[src/rtl/dff_force_pipe_pkg.sv]
`default_nettype none
// ============================================================================
// Module      : dff_force_pipe_pkg
// Description : Shared types and helpers for the dff_force_pipe register chain.
//               - force_e     : encoding of the force currently requested
//               - force_value : decodes s/r (and set/clear priority) to force_e
//               - parity_even : even-parity bit of a zero-extended word
// Revision    : 1.0 - initial release
// ============================================================================
package dff_force_pipe_pkg;

    // Widest word parity_even can fold; callers zero-extend into this width.
    localparam int c_PAR_MAX_W = 256;

    typedef enum logic [1:0] {
        FORCE_NONE = 2'd0,
        FORCE_SET  = 2'd1,
        FORCE_CLR  = 2'd2
    } force_e;

    // Clear applies when r is high and either clear has priority or s is low.
    function automatic force_e force_value(input logic s, input logic r,
                                           input logic clr_wins);
        force_e f;
        if (r && (clr_wins || !s)) begin
            f = FORCE_CLR;
        end else if (s || r) begin
            f = FORCE_SET;
        end else begin
            f = FORCE_NONE;
        end
        return f;
    endfunction

    // Bit that makes the total number of ones (word + bit) even.
    function automatic logic parity_even(input logic [c_PAR_MAX_W-1:0] v);
        return ^v;
    endfunction

endpackage : dff_force_pipe_pkg
`default_nettype wire

[src/rtl/dff_force_stage.sv]
`default_nettype none
// ============================================================================
// Module      : dff_force_stage
// Description : One data/valid register of the elastic force pipe.
// Ports       : clk, rst        - clock, synchronous active-high reset
//               i_accept        - stage may take a word this cycle
//               i_move          - the held word leaves this cycle
//               i_up_valid/data - word offered by the upstream side
//               i_force         - force active: valid data takes i_force_data
//               o_data/o_valid  - registered contents
// Revision    : 1.0 - initial release
// ============================================================================
module dff_force_stage #(
    parameter int WIDTH = 8
) (
    input  logic             clk,
    input  logic             rst,
    input  logic             i_accept,
    input  logic             i_move,
    input  logic             i_up_valid,
    input  logic [WIDTH-1:0] i_up_data,
    input  logic             i_force,
    input  logic [WIDTH-1:0] i_force_data,
    output logic [WIDTH-1:0] o_data,
    output logic             o_valid
);
    import dff_force_pipe_pkg::*;

    logic [WIDTH-1:0] r_data_q;
    logic [WIDTH-1:0] w_data_d;
    logic             r_valid_q;
    logic             w_valid_d;

    always_comb begin
        w_data_d  = r_data_q;
        w_valid_d = r_valid_q;
        if (i_force) begin
            // Only occupied stages are overwritten; occupancy never changes.
            if (r_valid_q) begin
                w_data_d = i_force_data;
            end
        end else if (i_accept && i_up_valid) begin
            w_data_d  = i_up_data;
            w_valid_d = 1'b1;
        end else if (i_move) begin
            // Word leaves with nothing behind it: data is kept, slot empties.
            w_valid_d = 1'b0;
        end
    end

    always_ff @(posedge clk) begin
        if (rst) begin
            r_data_q  <= '0;
            r_valid_q <= 1'b0;
        end else begin
            r_data_q  <= w_data_d;
            r_valid_q <= w_valid_d;
        end
    end

    assign o_data  = r_data_q;
    assign o_valid = r_valid_q;

endmodule : dff_force_stage
`default_nettype wire

[src/rtl/dff_force_pipe.sv]
`default_nettype none
// ============================================================================
// Module      : dff_force_pipe
// Description : WIDTH-bit, DEPTH-stage elastic register chain with valid/ready
//               handshake and synchronous set/clear force that freezes flow.
// Ports       : clk, rst            - clock, synchronous active-high reset
//               d, in_valid/in_ready - input word and handshake
//               s, r                - synchronous set / clear force
//               q, q_b              - last-stage data and its complement
//               out_valid/out_ready - output handshake
//               par_err             - stored parity mismatch on a valid output
//                                     (only with DFF_FORCE_PIPE_PARITY_EN)
// Config      : `define DFF_FORCE_PIPE_PARITY_EN adds a parity bit per stage.
// Revision    : 1.0 - initial release
// ============================================================================
module dff_force_pipe
    import dff_force_pipe_pkg::*;
#(
    parameter int WIDTH    = 8,
    parameter int DEPTH    = 3,
    parameter int CLR_WINS = 1
) (
    input  logic             clk,
    input  logic             rst,
    input  logic [WIDTH-1:0] d,
    input  logic             in_valid,
    output logic             in_ready,
    input  logic             s,
    input  logic             r,
    output logic [WIDTH-1:0] q,
    output logic [WIDTH-1:0] q_b,
    output logic             out_valid,
    input  logic             out_ready
`ifdef DFF_FORCE_PIPE_PARITY_EN
    ,
    output logic             par_err
`endif
);

`ifdef DFF_FORCE_PIPE_PARITY_EN
    localparam int c_PAR_W = 1;
`else
    localparam int c_PAR_W = 0;
`endif
    localparam int   c_SW       = WIDTH + c_PAR_W;
    localparam logic c_CLR_WINS = (CLR_WINS != 0);

    force_e           w_force_kind;
    logic             w_force;
    logic [WIDTH-1:0] w_force_word;
    logic [c_SW-1:0]  w_force_data;
    logic [c_SW-1:0]  w_in_word;

    logic [c_SW-1:0]  w_stage_data [DEPTH];
    logic [DEPTH-1:0] w_vld;
    logic [DEPTH-1:0] w_move;
    // w_accept[DEPTH] is the consumer's readiness feeding the last stage.
    logic [DEPTH:0]   w_accept;

    assign w_force_kind = force_value(s, r, c_CLR_WINS);
    assign w_force      = (w_force_kind != FORCE_NONE);
    assign w_force_word = (w_force_kind == FORCE_SET) ? '1 : '0;

`ifdef DFF_FORCE_PIPE_PARITY_EN
    logic [c_PAR_MAX_W-1:0] w_d_ext;
    logic [c_PAR_MAX_W-1:0] w_f_ext;
    logic [c_PAR_MAX_W-1:0] w_q_ext;

    always_comb begin
        w_d_ext = '0;
        w_f_ext = '0;
        w_q_ext = '0;
        w_d_ext[WIDTH-1:0] = d;
        w_f_ext[WIDTH-1:0] = w_force_word;
        w_q_ext[WIDTH-1:0] = w_stage_data[DEPTH-1][WIDTH-1:0];
    end

    assign w_in_word    = {parity_even(w_d_ext), d};
    assign w_force_data = {parity_even(w_f_ext), w_force_word};
    assign par_err      = w_vld[DEPTH-1] &
                          (parity_even(w_q_ext) ^ w_stage_data[DEPTH-1][WIDTH]);
`else
    assign w_in_word    = d;
    assign w_force_data = w_force_word;
`endif

    // Readiness ripples from the consumer back to stage 0 in one cycle, so a
    // full chain still accepts a word whenever the last stage is draining.
    always_comb begin
        w_accept        = '0;
        w_move          = '0;
        w_accept[DEPTH] = out_ready;
        for (int i = DEPTH - 1; i >= 0; i--) begin
            w_move[i]   = w_vld[i] & w_accept[i+1];
            w_accept[i] = ~w_vld[i] | w_move[i];
        end
    end

    generate
        for (genvar gi = 0; gi < DEPTH; gi++) begin : g_stage
            logic [c_SW-1:0] w_up_data;
            logic            w_up_valid;

            if (gi == 0) begin : g_first
                assign w_up_data  = w_in_word;
                assign w_up_valid = in_valid;
            end else begin : g_rest
                assign w_up_data  = w_stage_data[gi-1];
                assign w_up_valid = w_vld[gi-1];
            end

            dff_force_stage #(
                .WIDTH (c_SW)
            ) u_stage (
                .clk          (clk),
                .rst          (rst),
                .i_accept     (w_accept[gi] & ~w_force),
                .i_move       (w_move[gi] & ~w_force),
                .i_up_valid   (w_up_valid),
                .i_up_data    (w_up_data),
                .i_force      (w_force),
                .i_force_data (w_force_data),
                .o_data       (w_stage_data[gi]),
                .o_valid      (w_vld[gi])
            );
        end
    endgenerate

    assign in_ready  = w_accept[0] & ~w_force;
    assign q         = w_stage_data[DEPTH-1][WIDTH-1:0];
    assign q_b       = ~q;
    assign out_valid = w_vld[DEPTH-1];

endmodule : dff_force_pipe
`default_nettype wire
[config.mk]
export PLATFORM = sky130hd
export DESIGN_NAME = dff_force_pipe
export DESIGN_NICKNAME = d
export VERILOG_FILES = /design/src/rtl/dff_force_pipe_pkg.sv /design/src/rtl/dff_force_stage.sv /design/src/rtl/dff_force_pipe.sv
export SDC_FILE = /design/constraint.sdc
export NUM_CORES = 1
export LEC_CHECK = 0
export ABC_AREA = 1
export BUFFER_PORTS_ARGS = -buffer_cell sky130_fd_sc_hd__buf_2
export CORE_ASPECT_RATIO = 0.9
export CORE_MARGIN = 3
export CORE_UTILIZATION = 25
export CTS_BUF_LIST = sky130_fd_sc_hd__clkbuf_8
export DETAILED_ROUTE_END_ITERATION = 7
export GPL_ROUTABILITY_DRIVEN = 0
export GPL_TIMING_DRIVEN = 0
export SLEW_MARGIN = 10
export SYNTH_ARGS = -nofsm -noshare
export SYNTH_HDL_FRONTEND = slang
export SYNTH_HIERARCHICAL = 1
export SYNTH_SLANG_ARGS = --single-unit
[constraint.sdc]
create_clock -name clk -period 1.8 [get_ports clk]
set_input_delay 0.27 -clock clk [delete_from_list [all_inputs] [get_ports clk]]
set_output_delay 0.27 -clock clk [all_outputs]
set_load 0.05 [all_outputs]
==> summary.md <==
| Metric | Value |
|---|---|
| Final hold violation count | `0` |
| Largest cells by area after synthesis | `dfxtp_1 32%, nand2_1 23%, nor2_1 11%, inv_1 9.6%, nand3_1 7.4%` |
| M1 WL | `1850 µm` |
| Clk_skew | `0.00352 ns` |
| Global-route wire length before repair | `6380 µm` |
| Average cell area after synthesis | `6.03 µm²` |
| Dpl cell area | `0.00196 mm²` |
| Tcrit/Tclk final | `92.1%` |
| Startpoint Class | `flip-flop` |
| DRT iter0 DRCs | `103` |
| Total iterations of the first detailed-routing run | `4` |
| Die area | `0.00778 mm²` |
| Largest net degree at the start of global routing | `25` |
| Drt drc | `0` |
| Initial Utilization | `26.7%` |
| Max Clk Rate | `603 MHz` |
| Inst Count DP | `398` |
| Non-Filler Instances | `402` |
| Max-Cap Viols | `0` |
| Outcome | `finished, final reports clean` |
| Cell chosen for the clock root | `clkbuf_8` |
| Pwr Density | `767 mW/mm²` |
| Critical path class | `flip-flop to output port` |
| Critical Path Start | `g_stage[1].u_stage/o_valid` |
| Post-DR vias/cell | `4.00` |
| Period minus WS final | `1.66 ns` |
| Cell variety after synth | `17` |
| Gr usage total | `9.85%` |
| Worst-path fanout max | `6` |
| Met2 wire len | `1500 µm` |
| Syn Nets | `294` |
| Syn Inst Count | `280` |
| Lkg Pwr | `1.08 nW` |
| Core area | `0.00632 mm²` |
| Routed wl met3 | `158 µm` |
| Synth area leader | `dfxtp_1` |
| Hold Path Origin | `rst` |
| Max_slew headroom | `38.1%` |
| CTS Hold Bufs | `0` |
| Slew Viols, Final | `0` |
| Routed len/inst | `8.83 µm` |
| Clock slew at reported path FFs | `0.09 ns` |
| ANT nets after route | `0` |
| Via count | `1610` |
| # rows | `27` |
| Vias in the first global route | `1419` |
| DP HPWL | `2720 µm` |
| Post-layout nets | `330` |
| Post-detailed-routing wire length | `3550 µm` |
| Antenna cells | `0` |
| Die X | `92.6 µm` |
| Post-Syn Area | `0.00169 mm²` |
| Initial antenna violation count | `0` |
| Setup Fix Bufs, Post-CTS | `0` |
| YS warnings | `6` |
| Clock tree buffer depth | `2` |
| Worst-skew pair later-pin latency | `0.27 ns` |
| CP required | `1.53 ns` |
| Top-area cell type share of the netlist area | `32.0%` |
| Layout area overhead | `18.5%` |
| Height of the die | `84.0 µm` |
| Fin area | `0.00200 mm²` |
| Unrepaired setup endpoints after global routing | `no` |
| Setup violations, final | `0` |
| Share of layout cells above drive strength 1 | `19.0%` |
| Seq/Total Area, Yosys | `32.0%` |
| CTS tree | `yes` |
| Worst-Margin Slew | `0.928 ns` |
| I/O Pins | `32` |
| FF-to-FF Start | `g_stage[1].u_stage/o_valid` |
| Grt ovf | `0` |
| # clock sinks | `27` |
| CTS H-tree depth | `1` |
| Max IR drop VDD | `250 µV` |
| FF+latch count, synth | `27` |
| Post-CTS sizing | `0` |
| Cts bufs inserted | `3` |
| Port-buffer cells | `31` |
| Crit end category | `output port` |
| Top Metal Used | `met4` |
| Hold crit path type | `input port to flip-flop` |
| Crit path DAT | `1.39 ns` |
-- final timing paths --
kind	endpoint	slack (ns)	cells past startpoint
max	in_ready	0.14	4
min reg2reg	g_stage[0].u_stage/o_data[1]	0.55	4
min	g_stage[0].u_stage/o_valid	0.25	2
max reg2reg	g_stage[0].u_stage/o_data[6]	0.43	8
-- per-layer routing --
metal | global-route usage (%) | vias to the layer above
met5 | 0 | -
met4 | 2.80 | 0
met3 | 2.61 | 4
met2 | 15.0 | 28
met1 | 13.6 | 680
li1 | - | 898
-- power breakdown --
part           switching, mW  internal (mW)  total [mW]  leakage (nW)
Clock                  0.188          0.153       0.341        0.0269
Combinational          0.345          0.153       0.498         0.833
Sequential            0.0434          0.654       0.698         0.222
-- layout by cell type, fill, tap and decap left out, drive strengths merged --
| cell type | synthesis | final |
|---|---|---|
| a21oi | 4 | 4 |
| buf | 3 | 34 |
| clkbuf | 0 | 3 |
| dfxtp | 27 | 27 |
| inv | 47 | 48 |
| nand2 | 114 | 114 |
| nand3 | 28 | 28 |
| nor2 | 52 | 52 |
| nor3 | 1 | 1 |
| o21ai | 1 | 1 |
| or2 | 3 | 3 |
-- synth_stat cells --
master	n
nand3_4	3
dfxtp_1	27
a21oi_1	3
a21oi_2	1
nor2_1	50
nor2_2	1
nor3_2	1
nand2_4	9
nand3_1	25
buf_6	3
nor2_4	1
nand2_2	1
nand2_1	104
or2_0	3
inv_2	4
inv_1	43
o21ai_1	1
-- flip-flops by register name, indices dropped and copies added, names as in the netlist --
| name | cells |
|---|---|
| g_stage.u_stage/o_data | 24 |
| g_stage.u_stage/o_valid | 3 |
-- stage by stage --
step | setup slack (ns) | power, mW | hold WS (ns) | setup TNS (ns) | util (%)
CTS | 0.111 | 1.56 | 0.248 | 0 | 31.7
floorplan | 0.154 | 1.11 | 0.332 | 0 | -
finish | 0.141 | 1.54 | 0.255 | 0 | 31.7
global route | 0.00571 | 1.66 | 0.248 | 0 | 31.7
global placement | -0.161 | 1.21 | 0.532 | -3.60 | 30.9
detailed placement | 0.203 | 1.21 | 0.530 | 0 | 31.0
-- critical path, stage by stage (launching register included) --
cell and delay, ns:
dfxtp_1 0.51, nand3_1 0.14, nand2_2 0.11, nand2_1 0.12
buf_2 0.24
-- cell families after synthesis --
family / after synthesis / share of synthesized area [%]
AO/OA/AOI/OAI: 5 / 1.70
buffers and inverters: 50 / 12.4
flip-flops: 27 / 32.0
AND/OR/NAND/NOR: 198 / 53.9
-- area by class of cell --
type	count	area [µm²]
clock buffer	3	41.3
fill	730	4320
multi-input combinational	203	941
inverter	47	176
clock inverter	1	3.75
timing repair buffer	31	155
sequential	27	542
buffer	3	33.8
tap	87	109
(Power assumes the default switching activity.)
